### config.mk
export PLATFORM = sky130hd
export DESIGN_NAME = mem_port_arbiter
export DESIGN_NICKNAME = d
export VERILOG_FILES = /design/src/rtl/proc_defines.sv /design/src/rtl/arb_req_latch.sv /design/src/rtl/mem_port_arbiter.sv
export SDC_FILE = /design/constraint.sdc
export NUM_CORES = 1
export LEC_CHECK = 0
export CORE_MARGIN = 2
export CORE_UTILIZATION = 36
export CTS_BUF_LIST = sky130_fd_sc_hd__clkbuf_4
export DETAILED_ROUTE_END_ITERATION = 10
export PLACE_DENSITY = 0.91
export SYNTH_ARGS = -nofsm -noshare
export SYNTH_HDL_FRONTEND = slang
export SYNTH_HIERARCHICAL = 1
export SYNTH_SLANG_ARGS = --single-unit
export TNS_END_PERCENT = 30
### constraint.sdc
create_clock -name CLK -period 2.07 [get_ports CLK]
set_input_delay 0.5175 -clock CLK [delete_from_list [all_inputs] [get_ports CLK]]
set_output_delay 0.5175 -clock CLK [all_outputs]
set_load 0.005 [all_outputs]
### src/rtl/proc_defines.sv
//==============================================================================
// Module : proc_defines (package)
// Brief  : Shared encodings and types for the memory-port arbiter.
// Rev    : 1.0 - initial release
//==============================================================================
`default_nettype none

package proc_defines;

    typedef enum logic [1:0] {
        ARB_IDLE    = 2'd0,
        ARB_GRANT_I = 2'd1,
        ARB_GRANT_D = 2'd2
    } arb_state_t;

    typedef enum logic {
        CH_INSTR = 1'b0,
        CH_DATA  = 1'b1
    } arb_chan_t;

    localparam logic [31:0] ARB_TIMEOUT_DATA = 32'hDEAD_BEEF;

    // 69-bit request bundle captured at grant time
    typedef struct packed {
        logic [31:0] adr;
        logic [31:0] wdata;
        logic        we;
        logic [3:0]  be;
    } arb_req_t;

    function automatic arb_chan_t arb_pick(input logic      instr_req,
                                           input logic      data_req,
                                           input logic      round_robin,
                                           input arb_chan_t last_grant);
        arb_chan_t pick;
        if (instr_req && data_req) begin
            if (round_robin)
                pick = (last_grant == CH_INSTR) ? CH_DATA : CH_INSTR;
            else
                pick = CH_DATA;
        end else begin
            pick = data_req ? CH_DATA : CH_INSTR;
        end
        return pick;
    endfunction

endpackage

`default_nettype wire

### src/rtl/arb_req_latch.sv
//==============================================================================
// Module : arb_req_latch
// Brief  : Holds the granted request bundle for the duration of a transaction.
// Rev    : 1.0 - initial release
//==============================================================================
`default_nettype none

module arb_req_latch
    import proc_defines::*;
(
    input  logic     clk,
    input  logic     rst_n,
    input  logic     load,
    input  arb_req_t d,
    output arb_req_t q
);

    always_ff @(posedge clk or negedge rst_n) begin
        if (!rst_n)
            q <= '0;
        else if (load)
            q <= d;
    end

endmodule

`default_nettype wire

### src/rtl/mem_port_arbiter.sv
//==============================================================================
// Module : mem_port_arbiter
// Brief  : Shares one memory port between instruction fetch and data access.
//          Optional watchdog enabled by defining MEM_ARB_TIMEOUT_EN.
// Rev    : 1.0 - initial release
//==============================================================================
`default_nettype none

module mem_port_arbiter
    import proc_defines::*;
#(
    parameter int ARB_MODE       = 0,
    parameter int TIMEOUT_CYCLES = 255
) (
    input  logic        CLK,
    input  logic        RES,
    input  logic        INSTR_REQ,
    input  logic [31:0] INSTR_ADR,
    output logic [31:0] INSTR_READ,
    output logic        INSTR_VALID,
    input  logic        DATA_REQ,
    input  logic [31:0] DATA_ADR,
    input  logic [31:0] DATA_WRITE,
    input  logic        DATA_WRITE_ENABLE,
    input  logic [3:0]  DATA_BE,
    output logic [31:0] DATA_READ,
    output logic        DATA_VALID,
    output logic        MEM_REQ,
    output logic [31:0] MEM_ADR,
    output logic [31:0] MEM_WRITE,
    output logic        MEM_WRITE_ENABLE,
    output logic [3:0]  MEM_BE,
    input  logic [31:0] MEM_READ,
    input  logic        MEM_VALID,
    output logic        ARB_ERR
);

    localparam logic RR_MODE = (ARB_MODE == 1);

    arb_state_t r_state;
    arb_chan_t  r_last;
    logic       r_mem_req;

    logic       w_in_grant;
    logic       w_owner_data;
    logic       w_start;
    logic       w_timeout;
    logic       w_done;
    arb_chan_t  w_pick;
    arb_req_t   w_req_d;
    arb_req_t   w_req_q;
    logic [31:0] w_rdata;

    assign w_in_grant   = (r_state != ARB_IDLE);
    assign w_owner_data = (r_state == ARB_GRANT_D);
    assign w_start      = (r_state == ARB_IDLE) && (INSTR_REQ || DATA_REQ);
    assign w_pick       = arb_pick(INSTR_REQ, DATA_REQ, RR_MODE, r_last);

    // Fetches never write, and always read the full word
    always_comb begin
        w_req_d = '0;
        if (w_pick == CH_DATA) begin
            w_req_d.adr   = DATA_ADR;
            w_req_d.wdata = DATA_WRITE;
            w_req_d.we    = DATA_WRITE_ENABLE;
            w_req_d.be    = DATA_BE;
        end else begin
            w_req_d.adr   = INSTR_ADR;
            w_req_d.wdata = 32'h0;
            w_req_d.we    = 1'b0;
            w_req_d.be    = 4'hF;
        end
    end

    arb_req_latch u_req_latch (
        .clk   (CLK),
        .rst_n (RES),
        .load  (w_start),
        .d     (w_req_d),
        .q     (w_req_q)
    );

`ifdef MEM_ARB_TIMEOUT_EN
    localparam logic [15:0] TIMEOUT_LAST = 16'(TIMEOUT_CYCLES - 1);
    logic [15:0] r_wd_cnt;

    always_ff @(posedge CLK or negedge RES) begin
        if (!RES)
            r_wd_cnt <= 16'h0;
        else if (w_start)
            r_wd_cnt <= 16'h0;
        else if (w_in_grant && !MEM_VALID)
            r_wd_cnt <= r_wd_cnt + 16'h1;
    end

    // A real response in the expiry cycle wins over the watchdog
    assign w_timeout = w_in_grant && !MEM_VALID && (r_wd_cnt == TIMEOUT_LAST);
`else
    assign w_timeout = 1'b0;
`endif

    assign w_done = w_in_grant && (MEM_VALID || w_timeout);

    always_ff @(posedge CLK or negedge RES) begin
        if (!RES) begin
            r_state   <= ARB_IDLE;
            r_last    <= CH_INSTR;
            r_mem_req <= 1'b0;
        end else begin
            case (r_state)
                ARB_IDLE: begin
                    if (w_start) begin
                        r_state   <= (w_pick == CH_DATA) ? ARB_GRANT_D : ARB_GRANT_I;
                        r_mem_req <= 1'b1;
                    end
                end
                ARB_GRANT_I, ARB_GRANT_D: begin
                    if (w_done) begin
                        r_state   <= ARB_IDLE;
                        r_mem_req <= 1'b0;
                        r_last    <= w_owner_data ? CH_DATA : CH_INSTR;
                    end
                end
                default: begin
                    r_state   <= ARB_IDLE;
                    r_mem_req <= 1'b0;
                end
            endcase
        end
    end

    assign MEM_REQ          = r_mem_req;
    assign MEM_ADR          = w_req_q.adr;
    assign MEM_WRITE        = w_req_q.wdata;
    assign MEM_WRITE_ENABLE = w_req_q.we;
    assign MEM_BE           = w_req_q.be;

    assign w_rdata     = MEM_VALID ? MEM_READ : ARB_TIMEOUT_DATA;
    assign INSTR_VALID = w_done && !w_owner_data;
    assign DATA_VALID  = w_done && w_owner_data;
    assign INSTR_READ  = INSTR_VALID ? w_rdata : 32'h0;
    assign DATA_READ   = DATA_VALID ? w_rdata : 32'h0;
    assign ARB_ERR     = w_timeout;

endmodule

`default_nettype wire

==> impl_metrics.xml, run 1 <==
<?xml version="1.0" encoding="UTF-8"?>
<metrics>
  <group name="setup_path">
    <metric name="worstReg2RegStart" unit="">r_state[0]</metric>
    <metric name="worstReg2RegEnd" unit="">u_req_latch/q[39]</metric>
    <metric name="worstSetupStartpoint" unit="">r_state[0]</metric>
    <metric name="setup.worst_path.end_class" unit="">primary output</metric>
    <metric name="worstSetupStartpointType" unit="">register</metric>
    <metric name="reg2reg_slack" unit="ns">0.21</metric>
    <metric name="reg2reg_depth" unit="">8</metric>
    <metric name="worstPathRequired" unit="ns">1.55</metric>
    <metric name="criticalPathCategory" unit="">reg -&gt; out</metric>
    <metric name="critPathArrivalTime" unit="ns">1.81</metric>
    <metric name="crit_fanout" unit="">5</metric>
  </group>
  <group name="routing">
    <metric name="post_drt_wl_per_cell" unit="um">17.6</metric>
    <metric name="drt-vias-per-instance" unit="">4.77</metric>
    <metric name="drt_iter0_markers" unit="">133</metric>
    <metric name="routed_wl" unit="mm">13.3</metric>
    <metric name="route.vias.total" unit="">3597</metric>
    <metric name="detailedRoute.firstPassIterationCount" unit="">4</metric>
    <metric name="drc" unit="">0</metric>
    <metric name="postRouteAntennaNets" unit="">0</metric>
  </group>
  <group name="synth">
    <metric name="syn-mean-instance-area" unit="um^2">12.2</metric>
    <metric name="netlist_area" unit="um^2">3940</metric>
    <metric name="ys_ff_latch" unit="">72</metric>
    <metric name="post_synthesis_share_of_cell_area_spent_on_xor_and_xnor_gates" unit="">0</metric>
    <metric name="seq_area_frac_synth" unit="">0.458</metric>
    <metric name="yosys_warnings" unit="">6</metric>
    <metric name="syn-instance-count" unit="">323</metric>
    <metric name="synth_compound_gate_area_share" unit="">0.0105</metric>
    <metric name="main_combinational_cell_family_by_area_after_synthesis" unit="">multiplexers</metric>
    <metric name="yosysUniqueCellTypes" unit="">24</metric>
    <metric name="area_fraction_in_and_or_nand_and_nor_cells_after_synthesis" unit="">0.173</metric>
    <metric name="yosys-mux-area-fraction" unit="">0.299</metric>
    <metric name="postSynthNetCount" unit="">463</metric>
    <metric name="synth-adder-area-share" unit="">0.00636</metric>
  </group>
  <group name="sta">
    <metric name="clock-skew-final" unit="ns">0.0118</metric>
    <metric name="setup-tns-final" unit="ns">-6.08</metric>
    <metric name="max_slew_vio_count" unit="">0</metric>
    <metric name="hold_violations" unit="">0</metric>
    <metric name="hold_ws" unit="ns">0.0986</metric>
    <metric name="final_critical_path_share_of_the_clock_period" unit="">1.13</metric>
    <metric name="layout_setup_ws" unit="ns">-0.260</metric>
    <metric name="maxClockFrequency" unit="MHz">429</metric>
    <metric name="setup_viol" unit="">39</metric>
    <metric name="min_period" unit="ns">2.33</metric>
    <metric name="unrepaired_setup_endpoints_after_global_routing" unit="">yes</metric>
  </group>
  <group name="pwr">
    <metric name="p_per_area" unit="nW/um^2">1040</metric>
    <metric name="static-leakage-power" unit="nW">3.20</metric>
    <metric name="ir_worst_vdd" unit="V">0.000668</metric>
    <metric name="post-layout-total-power" unit="mW">7.45</metric>
  </group>
  <group name="global_route">
    <metric name="grt_use_total" unit="">0.221</metric>
    <metric name="overflow" unit="">0</metric>
    <metric name="first_global_vias" unit="">3930</metric>
    <metric name="grt_antenna_before_repair" unit="">0</metric>
    <metric name="grt_first_pass_wirelength" unit="mm">20.0</metric>
    <metric name="grt_start_max_net_pins" unit="">73</metric>
  </group>
  <group name="cells_and_area">
    <metric name="most_frequent_cells_in_the_layout" unit="">sky130_fd_sc_hd__clkdlybuf4s50_1, sky130_fd_sc_hd__dfrtp_1, sky130_fd_sc_hd__mux2_2</metric>
    <metric name="final.fill_count" unit="">803</metric>
    <metric name="final_common_cell" unit="">sky130_fd_sc_hd__clkdlybuf4s50_1</metric>
    <metric name="multi_input_comb_area" unit="um^2">2080</metric>
    <metric name="final_instance_area" unit="um^2">7150</metric>
    <metric name="antenna-diode-count" unit="">0</metric>
    <metric name="final_layout_size_suffix_gt1_frac" unit="">0.365</metric>
    <metric name="finalNetCount" unit="">749</metric>
    <metric name="layout-area-overhead-vs-synth" unit="%">81.7</metric>
    <metric name="ff_latch_area" unit="um^2">1800</metric>
  </group>
  <group name="cts">
    <metric name="cts_root_buf" unit="">sky130_fd_sc_hd__clkbuf_4</metric>
    <metric name="htreeDepth" unit="">3</metric>
    <metric name="holdBufCountCts" unit="">0</metric>
    <metric name="clock_tree.buffer_depth" unit="">2</metric>
    <metric name="cts_tree" unit="">done</metric>
    <metric name="cts.sinks" unit="">72</metric>
    <metric name="cts-buffers-inserted" unit="">9</metric>
    <metric name="clock_edge_transition_at_the_registers_on_the_reported_setup_and_hold_paths" unit="ns">0.13</metric>
    <metric name="clkLatencyLatePin" unit="ns">0.42</metric>
  </group>
  <group name="floorplanning">
    <metric name="initial_util" unit="">0.366</metric>
    <metric name="die_h" unit="um">109</metric>
    <metric name="io_pins" unit="">275</metric>
    <metric name="total_core_area" unit="um^2">10700</metric>
    <metric name="die_w" unit="um">109</metric>
    <metric name="row_count" unit="">38</metric>
    <metric name="dieArea" unit="um^2">11800</metric>
  </group>
  <group name="flow_run">
    <metric name="cap_violations" unit="">0</metric>
  </group>
  <group name="place">
    <metric name="hpwl" unit="mm">10.1</metric>
    <metric name="place_area" unit="um^2">6830</metric>
    <metric name="io_buffer_count" unit="">273</metric>
    <metric name="finalWeightedCongestion" unit="">0.833</metric>
  </group>
  <group name="min_path">
    <metric name="class_of_the_worst_hold_path" unit="">in -&gt; async</metric>
  </group>
  <group name="run_status">
    <metric name="failed_checks" unit="">setup timing</metric>
    <metric name="status" unit="">finished with violations</metric>
  </group>
</metrics>
==> layout make-up <==
class,instances,area share
Clock inverter,7,0.00998
Inverter,5,0.00263
Clock buffer,9,0.00945
Multi-Input combinational cell,220,0.291
Sequential cell,72,0.252
Tap cell,140,0.0245
Timing Repair Buffer,301,0.410
==> kinds of logic (layout without fill, tap and decap cells) <==
group	after synthesis	after routing
simple gates	108	108
flops	72	72
mux	101	101
other cells	1	1
buf+inv	31	322
compound gates	8	8
fa+ha+maj	2	2
==> where the power goes <==
part	switching, mW	leakage, nW	internal (mW)
clock	0.517	0.0700	0.368
combinational	1.35	2.25	2.73
sequential	0.381	0.877	2.10
==> Yosys cell counts (all sizes together) <==
cell type	number	area (um^2)
and3	32	200
conb	1	3.75
mux2	101	1170
ha	2	25.0
nor2	2	15.0
a21oi	1	5.00
buf	17	156
dfrtp	72	1800
nand2b	4	25.0
o21ai	6	30.0
and2	64	400
nor3b	1	7.51
clkbuf	9	33.8
nor2b	4	25.0
inv	5	18.8
nand2	1	6.26
o22ai	1	6.26
==> routing by layer <==
layer | GRT usage | routed length, um | vias up
met2 | 0.414 | 7170 | 168
met4 | 0.117 | 510 | 0
met3 | 0.0627 | 1090 | 31
met5 | 0 | 0 | -
met1 | 0.218 | 4550 | 1728
li1 | - | - | 1670
==> state kept, by name, summed over array words and instances, names as in the netlist <==
register       flops
u_req_latch/q     69
MEM_REQ            1
r_state            2
==> critical path, stage by stage (launching register included) <==
cell	delay [ns]
sky130_fd_sc_hd__dfrtp_1	0.42
sky130_fd_sc_hd__inv_2	0.12
sky130_fd_sc_hd__ha_4	0.15
sky130_fd_sc_hd__nand2_4	0.05
sky130_fd_sc_hd__nor2_4	0.12
sky130_fd_sc_hd__buf_12	0.13
sky130_fd_sc_hd__buf_8	0.11
sky130_fd_sc_hd__buf_6	0.09
sky130_fd_sc_hd__and2_4	0.13
sky130_fd_sc_hd__buf_6	0.08
==> per-stage QoR <==
stage	setup slack, ns	std cells	util
after CTS	-0.388	755	0.667
final	-0.260	754	0.665
after global placement	-0.572	726	0.635
after floorplan	0.252	323	-
after global routing	-0.364	754	0.665
after detailed placement	-0.619	726	0.635
==> how the worst max path moves through the flow <==
stage,to,depth (start not counted),slack (ns)
after floorplan,u_req_latch/q[25],8,0.25
after global placement,INSTR_READ[12],4,-0.57
after detailed placement,DATA_READ[2],6,-0.62
after CTS,DATA_READ[13],10,-0.39
after global routing,DATA_READ[4],9,-0.36
final,DATA_READ[7],9,-0.26
==> what timing repair did <==
| item | in CTS | in global routing |
|---|---|---|
| endpoints found under the setup margin | 66 | 65 |
| buffers inserted | 10 | 2 |
| gates resized for setup | 224 | 95 |
| endpoints found under the hold margin | 0 | 0 |
| pin swaps | 17 | 2 |
| gates cloned | 4 | 0 |
(Power assumes the default switching activity.)
==> run 2, diff against run 1 <==
- clock period: 2.07 -> 2.4 ns (I/O delays scaled with it)
==> impl_metrics.xml, run 2 (synthesis gave the netlist of run 1 again) <==
<?xml version="1.0" encoding="UTF-8"?>
<metrics>
  <group name="cts">
    <metric name="cts.sinks" unit="">72</metric>
    <metric name="clkLatencyLatePin" unit="ns">0.43</metric>
    <metric name="cts_tree" unit="">done</metric>
    <metric name="cts_root_buf" unit="">sky130_fd_sc_hd__clkbuf_4</metric>
    <metric name="clock_tree.buffer_depth" unit="">2</metric>
    <metric name="clock_edge_transition_at_the_registers_on_the_reported_setup_and_hold_paths" unit="ns">0.12</metric>
    <metric name="htreeDepth" unit="">3</metric>
    <metric name="cts-buffers-inserted" unit="">9</metric>
  </group>
  <group name="cells_and_area">
    <metric name="largest_register" unit="">u_req_latch/q</metric>
    <metric name="largest_register_ff_count" unit="">69</metric>
    <metric name="final_layout_size_suffix_gt1_frac" unit="">0.270</metric>
    <metric name="final.fill_count" unit="">768</metric>
    <metric name="final-instance-count-excl-fill" unit="">748</metric>
    <metric name="multi_input_comb_area" unit="um^2">2010</metric>
    <metric name="most_frequent_cells_in_the_layout" unit="">sky130_fd_sc_hd__clkdlybuf4s50_1, sky130_fd_sc_hd__dfrtp_1, sky130_fd_sc_hd__mux2_2</metric>
    <metric name="ff_latch_area" unit="um^2">1800</metric>
    <metric name="layout-area-overhead-vs-synth" unit="%">81.9</metric>
    <metric name="finalNetCount" unit="">743</metric>
    <metric name="antenna-diode-count" unit="">0</metric>
    <metric name="final_instance_area" unit="um^2">7160</metric>
    <metric name="final_common_cell" unit="">sky130_fd_sc_hd__clkdlybuf4s50_1</metric>
  </group>
  <group name="routing">
    <metric name="detailedRoute.firstPassIterationCount" unit="">4</metric>
    <metric name="drt-vias-per-instance" unit="">4.84</metric>
    <metric name="drt_iter0_markers" unit="">168</metric>
    <metric name="postRouteAntennaNets" unit="">0</metric>
    <metric name="post_drt_wl_per_cell" unit="um">18.2</metric>
    <metric name="route.vias.total" unit="">3617</metric>
    <metric name="routed_wl" unit="mm">13.6</metric>
    <metric name="drc" unit="">0</metric>
  </group>
  <group name="setup_path">
    <metric name="worstReg2RegStart" unit="">r_state[1]</metric>
    <metric name="reg2reg_slack" unit="ns">0.59</metric>
    <metric name="worstReg2RegEnd" unit="">u_req_latch/q[67]</metric>
    <metric name="setup.worst_path.end_class" unit="">primary output</metric>
    <metric name="worstPathRequired" unit="ns">1.80</metric>
    <metric name="criticalPathCategory" unit="">reg -&gt; out</metric>
    <metric name="crit_path_capture" unit="">DATA_READ[1]</metric>
    <metric name="reg2reg_depth" unit="">7</metric>
    <metric name="worstSetupStartpoint" unit="">r_state[0]</metric>
    <metric name="worstSetupStartpointType" unit="">register</metric>
    <metric name="crit_fanout" unit="">5</metric>
    <metric name="critPathArrivalTime" unit="ns">1.85</metric>
  </group>
  <group name="global_route">
    <metric name="grt_first_pass_wirelength" unit="mm">19.3</metric>
    <metric name="grt_antenna_before_repair" unit="">0</metric>
    <metric name="first_global_vias" unit="">3793</metric>
    <metric name="grt_use_total" unit="">0.218</metric>
    <metric name="overflow" unit="">0</metric>
    <metric name="grt_start_max_net_pins" unit="">73</metric>
  </group>
  <group name="pwr">
    <metric name="post-layout-total-power" unit="mW">6.41</metric>
    <metric name="internal_power" unit="mW">4.50</metric>
    <metric name="p_clk_frac" unit="">0.133</metric>
    <metric name="combPwrFrac" unit="">0.535</metric>
    <metric name="p_per_area" unit="nW/um^2">895</metric>
    <metric name="static-leakage-power" unit="nW">3.66</metric>
    <metric name="ir_worst_vdd" unit="V">0.000615</metric>
    <metric name="p_seq_frac" unit="">0.332</metric>
    <metric name="switchingPower" unit="mW">1.91</metric>
    <metric name="swShare" unit="">0.297</metric>
  </group>
  <group name="run_status">
    <metric name="status" unit="">finished with violations</metric>
    <metric name="failed_checks" unit="">setup timing</metric>
  </group>
  <group name="place">
    <metric name="place_ws" unit="ns">-0.421</metric>
    <metric name="numPlacedInstances" unit="">723</metric>
    <metric name="io_buffer_count" unit="">273</metric>
    <metric name="finalWeightedCongestion" unit="">0.832</metric>
    <metric name="hpwl" unit="mm">9.88</metric>
    <metric name="place_area" unit="um^2">6800</metric>
  </group>
  <group name="floorplanning">
    <metric name="initial_util" unit="">0.366</metric>
    <metric name="total_core_area" unit="um^2">10700</metric>
    <metric name="io_pins" unit="">275</metric>
    <metric name="die_w" unit="um">109</metric>
    <metric name="row_count" unit="">38</metric>
    <metric name="dieArea" unit="um^2">11800</metric>
    <metric name="die_h" unit="um">109</metric>
  </group>
  <group name="sta">
    <metric name="maxClockFrequency" unit="MHz">408</metric>
    <metric name="hold_violations" unit="">0</metric>
    <metric name="setup_viol" unit="">4</metric>
    <metric name="clock-skew-final" unit="ns">0.0113</metric>
    <metric name="max_slew_vio_count" unit="">0</metric>
    <metric name="final_critical_path_share_of_the_clock_period" unit="">1.02</metric>
    <metric name="setup-tns-final" unit="ns">-0.132</metric>
    <metric name="unrepaired_setup_endpoints_after_global_routing" unit="">yes</metric>
    <metric name="layout_setup_ws" unit="ns">-0.0531</metric>
    <metric name="min_period" unit="ns">2.45</metric>
  </group>
  <group name="flow_run">
    <metric name="cap_violations" unit="">0</metric>
  </group>
  <group name="min_path">
    <metric name="class_of_the_worst_hold_path" unit="">in -&gt; async</metric>
  </group>
</metrics>
run 2: layout make-up:
cell class | count | share of cell area
timing repair buffer | 295 | 0.420
sequential | 72 | 0.252
multi-input combinational | 220 | 0.280
tap | 140 | 0.0245
clock inverter | 7 | 0.0121
clock buffer | 9 | 0.00944
inverter | 5 | 0.00262
run 2: timing repair:
action                                  4_1_cts  5_1_grt
setup buffers                                 7        2
hold buffers                                  0        0
gates cloned                                  3        1
pin swaps                                     6        3
gates resized for setup                     150       63
endpoints found under the setup margin       66       65
run 2: metal layers:
metal	track usage	wire length (um)	vias to the layer above
met1	0.207	4550	1751
met3	0.0633	1100	33
met5	0	0	-
li1	-	-	1666
met4	0.132	515	0
met2	0.410	7430	167
run 2: power by group through the flow:
stage	Combinational (mW)	Clock [mW]	Sequential, mW
5_1_grt	3.63	0.938	2.20
4_1_cts	3.42	0.882	2.14
2_1_floorplan	1.28	0	2.18
3_3_place_gp	3.20	0	2.11
3_5_place_dp	3.28	0	2.16
6_report	3.43	0.851	2.13
run 2: how the worst min path moves through the flow:
stage / end / cells after the start / slack, ns
after floorplan: MEM_REQ / 0 / 0.30
after global placement: u_req_latch/q[14] / 1 / 0.49
after CTS: u_req_latch/q[66] / 2 / 0.16
after detailed placement: u_req_latch/q[57] / 1 / 0.50
after global routing: u_req_latch/q[66] / 2 / 0.18
final: u_req_latch/q[65] / 2 / 0.18
run 2: metrics by stage:
step	hold slack (ns)	util
floorplan	0.304	-
global placement	0.489	0.633
detailed placement	0.496	0.633
CTS	0.162	0.658
global route	0.183	0.666
finish	0.181	0.666
run 2: worst max-delay path, stage by stage, from the launching register on:
cell and delay (ns):
sky130_fd_sc_hd__dfrtp_1 0.42, sky130_fd_sc_hd__inv_2 0.11, sky130_fd_sc_hd__ha_4 0.15, sky130_fd_sc_hd__nand2_4 0.05, sky130_fd_sc_hd__nor2_4 0.13, sky130_fd_sc_hd__buf_12 0.15, sky130_fd_sc_hd__buf_8 0.11, sky130_fd_sc_hd__buf_6 0.09
sky130_fd_sc_hd__and2_4 0.13, sky130_fd_sc_hd__buf_6 0.08
